**config.mk**
```make
export PLATFORM = sky130hd
export DESIGN_NAME = dccc_operand_issue
export DESIGN_NICKNAME = d
export VERILOG_FILES = /design/src/rtl/doi_pkg.sv /design/src/rtl/dccc_cmd_fifo.sv /design/src/rtl/dccc_operand_issue.sv
export SDC_FILE = /design/constraint.sdc
export NUM_CORES = 1
export LEC_CHECK = 0
export ABC_AREA = 0
export CAP_MARGIN = 20
export CORE_MARGIN = 1
export CORE_UTILIZATION = 60
export DETAILED_ROUTE_END_ITERATION = 16
export PLACE_DENSITY = 0.87
export SYNTH_ARGS = -nofsm -noshare
export SYNTH_HDL_FRONTEND = slang
export SYNTH_HIERARCHICAL = 1
export SYNTH_SLANG_ARGS = --single-unit
```
**constraint.sdc**
```tcl
create_clock -name clk -period 4.3 [get_ports clk]
set_input_delay 0.86 -clock clk [delete_from_list [all_inputs] [get_ports clk]]
set_output_delay 0.86 -clock clk [all_outputs]
set_load 0.05 [all_outputs]
```
**src/rtl/doi_pkg.sv**
```systemverilog
// Shared types and constants for the operand-issue buffer: command layout,
// occupancy states, legal mode limit and default depth.
package doi_pkg;

  localparam int         DOI_DEPTH_DEFAULT = 4;
  localparam logic [3:0] DOI_MODE_MAX      = 4'd4;

  typedef struct packed {
    logic [7:0] op1;
    logic [7:0] op2;
    logic [3:0] mode;
  } cmd_t;

  typedef enum logic [1:0] {
    EMPTY   = 2'd0,
    PARTIAL = 2'd1,
    FULL    = 2'd2
  } state_e;

  function automatic logic mode_legal(input logic [3:0] mode);
    return mode <= DOI_MODE_MAX;
  endfunction

endpackage

```
**src/rtl/dccc_cmd_fifo.sv**
```systemverilog
// Command storage with wrapping read/write pointers and a registered head entry
// that drives the downstream stage directly.
module dccc_cmd_fifo
  import doi_pkg::*;
#(
  parameter int DEPTH = DOI_DEPTH_DEFAULT
) (
  input  logic clk,
  input  logic rst,
  input  logic push,
  input  logic pop,
  input  logic flush,
  input  logic head_load,
  input  cmd_t wr_data,
  output cmd_t head
);

  localparam int PW = (DEPTH > 1) ? $clog2(DEPTH) : 1;

  cmd_t          mem [DEPTH];
  logic [PW-1:0] wr_ptr;
  logic [PW-1:0] rd_ptr;
  logic [PW-1:0] rd_ptr_nxt;

  assign rd_ptr_nxt = pop ? rd_ptr + PW'(1) : rd_ptr;

  // NOTE: storage is deliberately not reset; occupancy state guards every read.
  always_ff @(posedge clk) begin
    if (push) mem[wr_ptr] <= wr_data;
  end

  // Pointers wrap naturally because DEPTH is a power of two.
  always_ff @(posedge clk or posedge rst) begin
    if (rst) begin
      wr_ptr <= '0;
      rd_ptr <= '0;
    end else if (flush) begin
      wr_ptr <= '0;
      rd_ptr <= '0;
    end else begin
      if (push) wr_ptr <= wr_ptr + PW'(1);
      rd_ptr <= rd_ptr_nxt;
    end
  end

  // When the buffer is empty after this cycle's pop, the incoming command
  // becomes the head; otherwise the next stored entry is promoted.
  always_ff @(posedge clk or posedge rst) begin
    if (rst) begin
      head <= '0;
    end else if (!flush) begin
      if (push && head_load) head <= wr_data;
      else if (pop)          head <= mem[rd_ptr_nxt];
    end
  end

endmodule

```
**src/rtl/dccc_operand_issue.sv**
```systemverilog
// Operand issue buffer: FIFO of commands feeding a downstream case stage.
// Optional build macro DOI_MODE_CHECK_EN rejects modes above DOI_MODE_MAX.
module dccc_operand_issue
  import doi_pkg::*;
#(
  parameter int DEPTH = DOI_DEPTH_DEFAULT
) (
  input  logic        clk,
  input  logic        rst,
  input  logic        doi_in_valid,
  output logic        doi_in_ready,
  input  logic [7:0]  doi_in_op1,
  input  logic [7:0]  doi_in_op2,
  input  logic [3:0]  doi_in_mode,
  input  logic        doi_flush,
  output logic [7:0]  doi_out_op1,
  output logic [7:0]  doi_out_op2,
  output logic [3:0]  doi_out_mode,
  output logic        doi_out_valid,
  input  logic        doi_out_ready,
  output logic [15:0] doi_issue_cnt,
  output logic        doi_err_sticky
);

  localparam int CW = $clog2(DEPTH + 1);

  state_e        state;
  state_e        state_nxt;
  logic [CW-1:0] count;
  logic [CW-1:0] count_nxt;
  logic          accept;
  logic          mode_ok;
  logic          push;
  logic          pop;
  logic          head_load;
  cmd_t          in_cmd;
  cmd_t          head;

  assign doi_in_ready  = (state != FULL);
  assign doi_out_valid = (state != EMPTY);

  assign in_cmd = '{op1: doi_in_op1, op2: doi_in_op2, mode: doi_in_mode};

`ifdef DOI_MODE_CHECK_EN
  assign mode_ok = mode_legal(doi_in_mode);
`else
  assign mode_ok = 1'b1;
`endif

  assign accept    = doi_in_valid && doi_in_ready;
  assign push      = accept && mode_ok && !doi_flush;
  assign pop       = doi_out_valid && doi_out_ready && !doi_flush;
  assign head_load = (count == CW'(pop));

  always_ff @(posedge clk or posedge rst) begin
    if (rst) begin
      state <= EMPTY;
      count <= '0;
    end else begin
      state <= state_nxt;
      count <= count_nxt;
    end
  end

  // NOTE: defaults first so every path assigns both outputs and no latch is inferred.
  always_comb begin
    state_nxt = state;
    count_nxt = count;
    if (doi_flush) begin
      state_nxt = EMPTY;
      count_nxt = '0;
    end else begin
      unique case (state)
        EMPTY: begin
          if (push) begin
            state_nxt = PARTIAL;
            count_nxt = CW'(1);
          end
        end
        PARTIAL: begin
          if (push && !pop) begin
            count_nxt = count + CW'(1);
            if (count_nxt == CW'(DEPTH)) state_nxt = FULL;
          end else if (pop && !push) begin
            count_nxt = count - CW'(1);
            if (count == CW'(1)) state_nxt = EMPTY;
          end
        end
        FULL: begin
          if (pop) begin
            state_nxt = PARTIAL;
            count_nxt = count - CW'(1);
          end
        end
        default: begin
          state_nxt = EMPTY;
          count_nxt = '0;
        end
      endcase
    end
  end

  always_ff @(posedge clk or posedge rst) begin
    if (rst)      doi_issue_cnt <= '0;
    else if (pop) doi_issue_cnt <= doi_issue_cnt + 16'd1;
  end

`ifdef DOI_MODE_CHECK_EN
  always_ff @(posedge clk or posedge rst) begin
    if (rst)                     doi_err_sticky <= 1'b0;
    else if (doi_flush)          doi_err_sticky <= 1'b0;
    else if (accept && !mode_ok) doi_err_sticky <= 1'b1;
  end
`else
  assign doi_err_sticky = 1'b0;
`endif

  dccc_cmd_fifo #(.DEPTH(DEPTH)) u_fifo (
    .clk       (clk),
    .rst       (rst),
    .push      (push),
    .pop       (pop),
    .flush     (doi_flush),
    .head_load (head_load),
    .wr_data   (in_cmd),
    .head      (head)
  );

  assign doi_out_op1  = head.op1;
  assign doi_out_op2  = head.op2;
  assign doi_out_mode = head.mode;

endmodule
```
==> results.sh <==
export IMPL_peakVddDrop_mv=0.3299
export IMPL_cts_setup_buffers=0
export IMPL_layout_nets=556
export IMPL_final_hold_viol_count=0
export IMPL_synth_most_common_cell="sky130_fd_sc_hd__nand2_1"
export IMPL_met2_wirelength_from_detailed_routing_mm=6.418
export IMPL_post_synth_cell_area_avg_um2=11.99
export IMPL_cts_num_sinks=125
export IMPL_ff2ff_path_depth=6
export IMPL_number_of_standard_cell_rows_in_the_floorplan=34
export IMPL_holdPathEnd="doi_issue_cnt[15]"
export IMPL_synth_top_area_cell="sky130_fd_sc_hd__edfxtp_1"
export IMPL_place_gp_congestion=0.9122
export IMPL_clkLatencyLatePin_ns=0.51
export IMPL_design_core_area_mm2=0.008763
export IMPL_power_per_cell_area_mw_per_mm2=524.0
export IMPL_routed_wirelength_mm=12.48
export IMPL_synth_top_cells_by_area="sky130_fd_sc_hd__edfxtp_1 44%, sky130_fd_sc_hd__dfrtp_1 21%, sky130_fd_sc_hd__nand2_1 7.1%, sky130_fd_sc_hd__nand3_1 4.1%, sky130_fd_sc_hd__a32o_1 3.7%"
export IMPL_highest_signal_layer="met4"
export IMPL_ant_nets=0
export IMPL_first_global_vias=4057
export IMPL_grt_util_all_layers_pct=27.56
export IMPL_maximum_number_of_pins_on_one_net_before_global_route_repair=39
export IMPL_cp_end_kind="flip-flop"
export IMPL_grt_pass1_wl_mm=19.95
export IMPL_syn_area_mm2=0.005468
export IMPL_drt_drc_violations_left=0
export IMPL_num_io_pins=64
export IMPL_die_height_um=97.46
export IMPL_via_count=3934
export IMPL_path_max_fanout=19
export IMPL_final_max_slew_violation_count=0
export IMPL_starting_utilization_of_the_core_area_pct=62.39
export IMPL_cellLeakagePower_nw=2.584
export IMPL_met3RoutedLength_um=959
export IMPL_antenna_cells=0
export IMPL_timing_reg2reg_setup_slack_ns=1.62
export IMPL_crit_arrival_ns=3.48
export IMPL_antenna_found_initial=0
export IMPL_cts_tree="yes"
export IMPL_hold_path_startpoint="doi_issue_cnt[15]"
export IMPL_ys_dominant_reg_cell="sky130_fd_sc_hd__edfxtp_1"
export IMPL_crit_required_ns=4.69
export IMPL_ys_seq_elements=125
export IMPL_synth_edf_count=80
export IMPL_cts_hold_buf=0
export IMPL_run_status="completed"
export IMPL_number_of_cts_inserted_buffers=17
export IMPL_dpl_cell_area_mm2=0.006185
export IMPL_min_delay_path_class="reg2reg"
export IMPL_finalCriticalPeriod_ns=3.093
export IMPL_chipWidth_um=97.46
export IMPL_regToRegEndpoint="u_fifo/head[8]"
export IMPL_setup_violations=0
export IMPL_area_growth_syn_to_layout_pct=24.12
export IMPL_maxSlewHeadroom_pct=45.55
export IMPL_drt_iter0_markers=339
export IMPL_final_cell_area_mm2=0.006787
export IMPL_unrepaired_setup_endpoints_after_global_routing="false"
export IMPL_syn_inst=456
export IMPL_post_synth_top_cells="104 x sky130_fd_sc_hd__nand2_1, 80 x sky130_fd_sc_hd__edfxtp_1, 45 x sky130_fd_sc_hd__dfrtp_1, 45 x sky130_fd_sc_hd__nand3_1, 24 x sky130_fd_sc_hd__a21oi_1"
export IMPL_reg_to_reg_start="state[1]"
export IMPL_yosys_area_top_type_share_pct=43.94
export IMPL_number_of_detailed_route_iterations_in_the_first_pass=6
export IMPL_drive_gt1_share_pct=10.84
export IMPL_library_cell_used_as_clock_root_buffer="sky130_fd_sc_hd__clkbuf_8"
export IMPL_finClkSkew_ns=0.008899
export IMPL_wl_per_cell_um=19.42
export IMPL_m1WireLength_mm=4.937
export IMPL_drt_vias_per_instance=6.118
export IMPL_synth_yosys_warnings=6
export IMPL_detailed_place_hpwl_mm=7.077
export IMPL_post_cts_resized_instances=0
export IMPL_critical_path_startpoint_type="input pin"
export IMPL_timing_setup_tns_ns=0
export IMPL_final_period_utilization_pct=71.93
export IMPL_timing_hold_worst_path_depth=1
export IMPL_finish_utilization_pct=77.44
export IMPL_path_clk_slew_ns=0.06
export IMPL_post_synth_num_cell_types=52
export IMPL_timing_setup_critical_path_class="in2reg"
export IMPL_globalRoute_totalOverflow=0
export IMPL_clock_fmax_mhz=323.3
export IMPL_synth_async_sr_flop_share_pct=36.00
export IMPL_max_cap_violations=0
export IMPL_worst_max_slew_pin_slew_ns=0.8159
export IMPL_cts_htree_levels=4
export IMPL_cts_path_max_buffers=2
export IMPL_dieArea_mm2=0.009498
export IMPL_mappedNetlistNets=490
export IMPL_seq_area_frac_synth_pct=64.53
export IMPL_place_port_buffers=62
export IMPL_fill_cells=502
-- cells by family after synthesis --
group,share of synthesized area (%)
multiplexers,0.9840
flip-flops,64.53
XOR/XNOR,3.364
buffers and inverters,3.959
adder cells (fa/ha/maj),2.060
AND/OR/NAND/NOR,16.27
other,0.06858
AO/OA/AOI/OAI,8.765
-- through the flow --
step / power [W] / setup WS (ns) / cells / hold slack (ns)
after floorplan: 0.001947 / 1.647 / 456 / 0.5382
after global placement: 0.002182 / 0.8970 / 610 / 0.4658
after detailed placement: 0.002207 / 0.7971 / 610 / 0.4642
after CTS: 0.003563 / 1.256 / 642 / 0.4768
after global routing: 0.003676 / 1.044 / 643 / 0.5133
final: 0.003556 / 1.207 / 643 / 0.4763
-- how the worst max path moves through the flow --
stage | slack [ns] | cells after the start | start | end
2_1_floorplan | 1.65 | 10 | doi_flush | u_fifo/head[0]
3_3_place_gp | 0.90 | 8 | doi_out_ready | u_fifo/head[7]
3_5_place_dp | 0.80 | 8 | doi_out_ready | u_fifo/head[0]
4_1_cts | 1.26 | 2 | state[0] | doi_in_ready
5_1_grt | 1.04 | 8 | doi_out_ready | u_fifo/head[8]
6_report | 1.21 | 8 | doi_out_ready | u_fifo/head[8]
-- cells in the final DEF (no fill, tap or decap), types with 3 or more instances in the layout --
cell,n
sky130_fd_sc_hd__clkinv_2,3
sky130_fd_sc_hd__nor2_1,7
sky130_fd_sc_hd__nand3_1,45
sky130_fd_sc_hd__clkinv_4,5
sky130_fd_sc_hd__a21oi_1,24
sky130_fd_sc_hd__a32o_1,20
sky130_fd_sc_hd__dfrtp_1,45
sky130_fd_sc_hd__buf_4,11
sky130_fd_sc_hd__nand4_1,4
sky130_fd_sc_hd__xnor2_1,16
sky130_fd_sc_hd__nor3_1,5
sky130_fd_sc_hd__and3_1,3
sky130_fd_sc_hd__inv_1,13
sky130_fd_sc_hd__xor2_1,3
sky130_fd_sc_hd__clkbuf_16,16
sky130_fd_sc_hd__nand2_1,104
sky130_fd_sc_hd__ha_1,9
sky130_fd_sc_hd__nand2b_1,5
sky130_fd_sc_hd__o21ai_0,4
sky130_fd_sc_hd__edfxtp_1,80
sky130_fd_sc_hd__and2_1,4
sky130_fd_sc_hd__clkdlybuf4s50_1,62
-- state kept, by name, summed over array words and instances (netlist names) --
register,flops
u_fifo/mem,80
count,3
u_fifo/wr_ptr,2
u_fifo/head,20
doi_issue_cnt,16
u_fifo/rd_ptr,2
state,2
-- critical path: stages --
cell	delay, ns
sky130_fd_sc_hd__clkdlybuf4s50_1	0.73
sky130_fd_sc_hd__o21ai_2	0.19
sky130_fd_sc_hd__nor2_2	0.15
sky130_fd_sc_hd__buf_4	0.24
sky130_fd_sc_hd__nand3b_1	0.19
sky130_fd_sc_hd__a21oi_4	0.60
sky130_fd_sc_hd__nand3_1	0.19
sky130_fd_sc_hd__a32o_1	0.32
-- per-layer routing --
metal,vias to the layer above,track usage (%)
li1,1775,-
met1,1922,35.18
met2,213,44.97
met3,24,7.482
met4,0,11.09
met5,-,0
-- power by group --
group | switching [W] | internal (W) | leakage, nW | total [W]
registers | 0.0000802 | 0.00138 | 1.32 | 0.00146
clock network | 0.000513 | 0.000841 | 0.278 | 0.00135
logic | 0.000480 | 0.000260 | 0.984 | 0.000741
total | 0.00107 | 0.00248 | 2.58 | 0.00356
-- area by class of cell --
cell class / count / area, µm² / area share, %
Clock buffer: 19 / 431.7 / 6.361
Clock inverter: 13 / 142.6 / 2.102
Inverter: 13 / 48.80 / 0.7190
Multi-Input combinational cell: 290 / 1749 / 25.77
Sequential cell: 125 / 3528 / 51.99
Tap cell: 108 / 135.1 / 1.991
Timing Repair Buffer: 75 / 750.7 / 11.06
(Power assumes the default switching activity.)
